--- config.mk ---
export PLATFORM = sky130hd
export DESIGN_NAME = lc3_sequencer
export DESIGN_NICKNAME = d
export VERILOG_FILES = /design/src/rtl/lc3_sequencer.sv
export SDC_FILE = /design/constraint.sdc
export NUM_CORES = 1
export LEC_CHECK = 0
export BUFFER_PORTS_ARGS = -buffer_cell sky130_fd_sc_hd__buf_2
export CAP_MARGIN = 5
export CORE_UTILIZATION = 52
export DETAILED_ROUTE_END_ITERATION = 16
export GPL_ROUTABILITY_DRIVEN = 1
export PLACE_DENSITY = 0.77
export SLEW_MARGIN = 40
export SYNTH_ARGS = -nofsm -noshare
export SYNTH_HDL_FRONTEND = slang
export SYNTH_SLANG_ARGS = --single-unit
export TNS_END_PERCENT = 10
--- constraint.sdc ---
create_clock -name clk -period 2.6 [get_ports clk]
set_input_delay 0.52 -clock clk [delete_from_list [all_inputs] [get_ports clk]]
set_output_delay 0.52 -clock clk [all_outputs]
set_load 0.01 [all_outputs]
--- src/rtl/lc3_sequencer.sv ---
// Multi-cycle LC-3 control sequencer: fetch/decode/execute/memory/writeback,
// owning PC, IR, MDR, the retired-instruction counter and the memory handshake.
module lc3_sequencer #(
    parameter logic [15:0] PC_RESET    = 16'h3000,
    parameter logic [7:0]  MEM_TIMEOUT = 8'd255
) (
    input  logic        clk,
    input  logic        rst_n,
    input  logic        run,
    input  logic [15:0] mem_rdata,
    input  logic        mem_ready,
    output logic        mem_req,
    output logic        mem_we,
    output logic [1:0]  mem_addr_sel,
    output logic [15:0] pc,
    output logic [15:0] ir,
    output logic [15:0] mdr,
    output logic [3:0]  alu_op,
    output logic        reg_write,
    output logic        illegal,
    output logic [2:0]  state,
    output logic [15:0] instr_count
);

    typedef enum logic [2:0] {
        S_IDLE   = 3'd0,
        S_FETCH  = 3'd1,
        S_DECODE = 3'd2,
        S_EXEC   = 3'd3,
        S_MEM1   = 3'd4,
        S_MEM2   = 3'd5,
        S_WB     = 3'd6,
        S_ERR    = 3'd7
    } state_t;

    localparam logic [3:0] OP_LD  = 4'd3;
    localparam logic [3:0] OP_LDI = 4'd4;
    localparam logic [3:0] OP_ST  = 4'd6;
    localparam logic [1:0] SEL_PC  = 2'd0;
    localparam logic [1:0] SEL_EA  = 2'd1;
    localparam logic [1:0] SEL_MDR = 2'd2;

    state_t      state_q, state_d;
    logic [15:0] pc_q, pc_d;
    logic [15:0] ir_q, ir_d;
    logic [15:0] mdr_q, mdr_d;
    logic [15:0] cnt_q, cnt_d;
    logic        ill_q, ill_d;
    logic [7:0]  wait_q, wait_d;
    logic        mem_req_q, mem_req_d;
    logic        mem_we_q, mem_we_d;
    logic [1:0]  sel_q, sel_d;

    logic [3:0] opcode;
    logic       in_mem_state;
    logic       timed_out;

    assign opcode       = ir_q[15:12];
    assign in_mem_state = (state_q == S_FETCH) || (state_q == S_MEM1) || (state_q == S_MEM2);
    // A ready in the same cycle the limit is reached takes priority over the timeout.
    assign timed_out    = in_mem_state && !mem_ready && (wait_q == MEM_TIMEOUT - 8'd1);

    // NOTE: every register updates with <= so all of them sample the same pre-edge values.
    always_ff @(posedge clk or negedge rst_n) begin
        if (!rst_n) begin
            state_q   <= S_IDLE;
            pc_q      <= PC_RESET;
            ir_q      <= 16'h0000;
            mdr_q     <= 16'h0000;
            cnt_q     <= 16'h0000;
            ill_q     <= 1'b0;
            wait_q    <= 8'd0;
            mem_req_q <= 1'b0;
            mem_we_q  <= 1'b0;
            sel_q     <= SEL_PC;
        end else begin
            state_q   <= state_d;
            pc_q      <= pc_d;
            ir_q      <= ir_d;
            mdr_q     <= mdr_d;
            cnt_q     <= cnt_d;
            ill_q     <= ill_d;
            wait_q    <= wait_d;
            mem_req_q <= mem_req_d;
            mem_we_q  <= mem_we_d;
            sel_q     <= sel_d;
        end
    end

    // NOTE: hold-value defaults at the top keep this block free of inferred latches.
    always_comb begin
        state_d = state_q;
        pc_d    = pc_q;
        ir_d    = ir_q;
        mdr_d   = mdr_q;
        cnt_d   = cnt_q;
        ill_d   = ill_q;
        unique case (state_q)
            S_IDLE: begin
                if (run) state_d = S_FETCH;
            end
            S_FETCH: begin
                if (mem_ready) begin
                    ir_d    = mem_rdata;
                    pc_d    = pc_q + 16'd1;
                    state_d = S_DECODE;
                end else if (timed_out) begin
                    ill_d   = 1'b1;
                    state_d = S_ERR;
                end
            end
            S_DECODE: begin
                if (opcode <= OP_ST) begin
                    state_d = S_EXEC;
                end else begin
                    ill_d   = 1'b1;
                    state_d = S_ERR;
                end
            end
            S_EXEC: begin
                if (opcode == OP_LD || opcode == OP_LDI || opcode == OP_ST) state_d = S_MEM1;
                else                                                        state_d = S_WB;
            end
            S_MEM1: begin
                if (mem_ready) begin
                    if (opcode == OP_ST) begin
                        cnt_d   = cnt_q + 16'd1;
                        state_d = S_FETCH;
                    end else begin
                        mdr_d   = mem_rdata;
                        state_d = (opcode == OP_LDI) ? S_MEM2 : S_WB;
                    end
                end else if (timed_out) begin
                    ill_d   = 1'b1;
                    state_d = S_ERR;
                end
            end
            S_MEM2: begin
                if (mem_ready) begin
                    mdr_d   = mem_rdata;
                    state_d = S_WB;
                end else if (timed_out) begin
                    ill_d   = 1'b1;
                    state_d = S_ERR;
                end
            end
            S_WB: begin
                cnt_d   = cnt_q + 16'd1;
                state_d = S_FETCH;
            end
            default: ;
        endcase

        // Counter restarts on every state change, so each memory state gets a fresh budget.
        if (state_d != state_q)             wait_d = 8'd0;
        else if (in_mem_state && !mem_ready) wait_d = wait_q + 8'd1;
        else                                 wait_d = wait_q;
    end

    // Memory strobes are computed from the upcoming state and registered, so they
    // are glitch-free and constant for the whole memory state.
    always_comb begin
        mem_req_d = (state_d == S_FETCH) || (state_d == S_MEM1) || (state_d == S_MEM2);
        mem_we_d  = (state_d == S_MEM1) && (opcode == OP_ST);
        unique case (state_d)
            S_MEM1:  sel_d = SEL_EA;
            S_MEM2:  sel_d = SEL_MDR;
            default: sel_d = SEL_PC;
        endcase
        alu_op    = (state_q == S_EXEC) ? {1'b0, ir_q[14:12]} : 4'b1111;
        reg_write = (state_q == S_WB);
    end

    assign mem_req      = mem_req_q;
    assign mem_we       = mem_we_q;
    assign mem_addr_sel = sel_q;
    assign pc           = pc_q;
    assign ir           = ir_q;
    assign mdr          = mdr_q;
    assign illegal      = ill_q;
    assign state        = state_q;
    assign instr_count  = cnt_q;

endmodule
==> results.rst <==
.. list-table::
   :header-rows: 1

   * - Metric
     - Value
   * - Setup repair after global routing missed its margin
     - no
   * - Proportion of synthesized flip-flops having asynchronous set or reset
     - 100%
   * - Number of I/O port buffers
     - 96
   * - Total via count after detailed routing
     - 2,476
   * - Run status
     - finished, final reports clean
   * - Combinational family with the most area after synthesis
     - simple AND/OR/NAND/NOR gates
   * - Bufs on Longest Clock Path
     - 2
   * - Compound-cell area share of the yosys netlist
     - 3.97%
   * - Count of antenna-violating nets left after detailed routing
     - 0
   * - Number of instances in the synthesized netlist
     - 276
   * - Maximum single-stage delay on the critical path
     - 580 ps
   * - Critical path capture point type
     - output pin
   * - Number of DRC violations after detailed-routing iteration 0
     - 65
   * - Post-synthesis cell type with the largest combined area
     - sky130_fd_sc_hd__dfrtp_1
   * - Maxcap violations
     - 0
   * - Crit-path cells
     - nand3_1 > or2_2 > buf_2
   * - Area contributors post-synth
     - sky130_fd_sc_hd__dfrtp_1, sky130_fd_sc_hd__mux2_2, sky130_fd_sc_hd__xnor2_1, sky130_fd_sc_hd__xor2_1, sky130_fd_sc_hd__nand3_1
   * - Adder-Cell Fraction of Synth Area
     - 1.45%
   * - Crit path launch type
     - flop
   * - Pint
     - 2900 µW
   * - Final critical-path share of the clock period
     - 82.0%
   * - Dominant synthesized flop cell
     - sky130_fd_sc_hd__dfrtp_1
   * - Core area
     - 0.00639 mm²
   * - Time the final worst path needs with I/O delays and setup
     - 2130 ps
   * - Number of primary I/O pins
     - 97
   * - DPL Wire Length
     - 4640 µm
   * - Endpoint of the most critical register-to-register path
     - instr_count[13]
   * - Die height
     - 83.6 µm
   * - Max Clock Freq
     - 469 MHz
   * - Clock Power Share
     - 21.9%
   * - Row count
     - 29
   * - Sw Ratio
     - 35.1%
   * - Worst setup skew after layout
     - 10.5 ps
   * - Final wirelength
     - 6570 µm
   * - Largest driver fanout on the critical path
     - 14
   * - Routed length per placed instance
     - 14.3 µm
   * - Worst path bufs/invs
     - 1
   * - Largest net degree at the start of global routing
     - 47
   * - Cell with the largest stage delay on the worst path
     - sky130_fd_sc_hd__dfrtp_1
   * - Relative area change from synthesis to final layout
     - 22.8%
   * - Top Family by Delay on Critical Path
     - flip-flops
   * - Static leakage
     - 0.00211 µW
   * - Mux contribution to synthesized area
     - 11.3%
   * - Resized cells post-CTS
     - 0
   * - Vias per Instance
     - 5.38
   * - Hold buffer count at cts
     - 0
   * - Antenna diode instance count
     - 0
   * - Start-to-end type of the worst setup path
     - flop to output pin
   * - Setup TNS after final layout
     - 0 ps
   * - Number of synthesized flops with an enable pin
     - 0
   * - R2R depth
     - 5
   * - Clock Tree Root
     - sky130_fd_sc_hd__clkbuf_8
   * - Number of distinct library cells after synthesis
     - 42
   * - Power share of the combinational group
     - 34.2%
   * - Clock transition at the registers of the reported paths
     - 80 ps
   * - Antenna violations before repair
     - 0
   * - Via count of the first global-routing pass
     - 2,440
   * - Nets
     - 402
   * - Number of optimization iterations in the first detailed-route pass
     - 4
   * - Net count after synthesis
     - 300
   * - CTS buffer count
     - 9
   * - Data arrival at the endpoint of the critical path
     - 1610 ps
   * - Share of synthesized cell area in and, or, nand and nor gates
     - 14.4%
   * - Synth cell count leaders
     - sky130_fd_sc_hd__dfrtp_1, sky130_fd_sc_hd__mux2_2, sky130_fd_sc_hd__xnor2_1, sky130_fd_sc_hd__nand2_1
   * - H-Tree Depth
     - 3
   * - Final count of hold timing violations
     - 0
   * - Reg2Reg Setup Slack
     - 590 ps
   * - TritonCTS clock tree
     - yes
   * - Net Switching
     - 1570 µW
   * - Number of sinks driven by the clock tree
     - 80
   * - Launch point of the worst reg-to-reg path
     - ir[12]
   * - Routability congestion estimate from global placement
     - 0.809
   * - Global route total overflow
     - 0
   * - Combined area of all synthesized cells
     - 0.00346 mm²
   * - Clock latency of the later-clocked register in the worst-skew pair
     - 350 ps
   * - Max-slew headroom
     - 55.0%
   * - Final-report setup violation count
     - 0
   * - Initial standard-cell utilization of the core
     - 54.2%
   * - Wire length of the first global-routing pass
     - 11,300 µm
   * - Fin. max-slew vios
     - 0
   * - Hold WC Path Type
     - input pin to asynchronous set/reset pin
   * - Pwr/cell area
     - 1050 mW/mm²
   * - Setup bufs post-CTS
     - 0
   * - Final routed DRC violation total
     - 0
   * - Worst-Margin Slew
     - 671 ps
   * - XOR/XNOR share of the synthesized area
     - 9.36%
   * - Number of fill cells in the layout
     - 498
   * - Average size of a mapped cell
     - 12.5 µm²
   * - Share of synthesized area occupied by flip-flops and latches
     - 57.9%
   * - Total Die Area
     - 0.00699 mm²
   * - Width of the die
     - 83.6 µm
   * - Most common cell in the synthesized netlist
     - sky130_fd_sc_hd__dfrtp_1
   * - Peak VDD IR
     - 0.656 mV
   * - Share of post-route cells with drive strength above 1
     - 40.7%
   * - Sequential cell fraction of total power
     - 43.9%
   * - Total GRT Usage
     - 20.4%
   * - Number of standard cells in the final layout excluding fillers
     - 460
   * - Share of Yosys cell area claimed by the top area cell type
     - 56.4%
   * - Number of storage elements in the synthesis netlist
     - 80
   * - Placed cell count
     - 444
   * - Yosys warnings
     - 0
   * - Required time at the worst-slack endpoint
     - 2080 ps
logic make-up (layout without fill, tap and decap cells):
logic type | Yosys count | after routing
AOI/OAI and AO/OA | 18 | 18
xor gates and xnor gates | 37 | 37
adders and majority gates | 4 | 4
buffers and inverters | 13 | 120
DFF | 80 | 80
muxes | 35 | 35
and+or+nand+nor | 89 | 89
sequential cells by signal, summed over array words and instances, names as in the netlist:
register      cells
mem_we            1
mem_req           1
instr_count      16
illegal           1
wait_q            8
ir               16
state             3
pc               16
mem_addr_sel      2
mdr              16
stage by stage:
step | hold WS, ps | total power, µW | utilization, % | area [µm²] | worst slack [ps]
after global routing | 137 | 4740 | 66.6 | 4250 | 366
final | 110 | 4470 | 66.6 | 4250 | 468
after CTS | 128 | 4500 | 66.6 | 4250 | 459
after detailed placement | 458 | 3510 | 63.3 | 4040 | 600
after global placement | 456 | 3470 | 63.3 | 4040 | 677
after floorplan | 224 | 2890 | - | 3460 | 723
layer usage:
layer / vias to the layer above / track usage [%] / routed length (µm)
met4: 0 / 7.24 / 84
met5: - / 0 / 0
met3: 9 / 5.54 / 386
met2: 80 / 31.8 / 3040
met1: 1198 / 27.6 / 3060
li1: 1189 / - / -
final cells by class:
cell class                 instances  area, µm²  share of cell area, %
sequential                        80       2000                   47.1
multi-input combinational        183       1400                   33.0
timing repair buffer              99        518                   12.2
clock buffer                      11        131                   3.09
tap                               77       96.3                   2.26
clock inverter                     5       81.3                   1.91
inverter                           5       18.8                  0.441
power groups by stage:
stage	clock network [µW]	logic [µW]	registers, µW
2_1_floorplan	0	813	2080
3_3_place_gp	0	1510	1960
3_5_place_dp	0	1530	1970
4_1_cts	1000	1540	1960
5_1_grt	1060	1660	2020
6_report	979	1530	1960
worst max-delay path by stage:
stage / start / to / slack, ps / depth (start not counted)
2_1_floorplan: mem_ready / ir[0] / 720 / 4
5_1_grt: state[0] / alu_op[1] / 370 / 3
4_1_cts: state[0] / alu_op[1] / 460 / 3
6_report: state[0] / alu_op[1] / 470 / 3
3_5_place_dp: ir[12] / instr_count[13] / 600 / 5
3_3_place_gp: ir[12] / instr_count[15] / 680 / 5
placed cells by master (no fill, tap or decap), drive strengths merged, types with 2 or more instances in the layout:
cell type,instances
a211oi,2
a21oi,2
and3,8
and4,6
buf,99
bufinv,2
clkbuf,11
clkinv,2
dfrtp,78
dfstp,2
ha,4
inv,5
mux2,34
nand2,18
nand3,14
nand4,10
nor2,14
nor3,6
nor4,3
o21ai,4
or2,3
xnor2,23
xor2,14
Note: power is estimated with default switching activity, not from simulation.
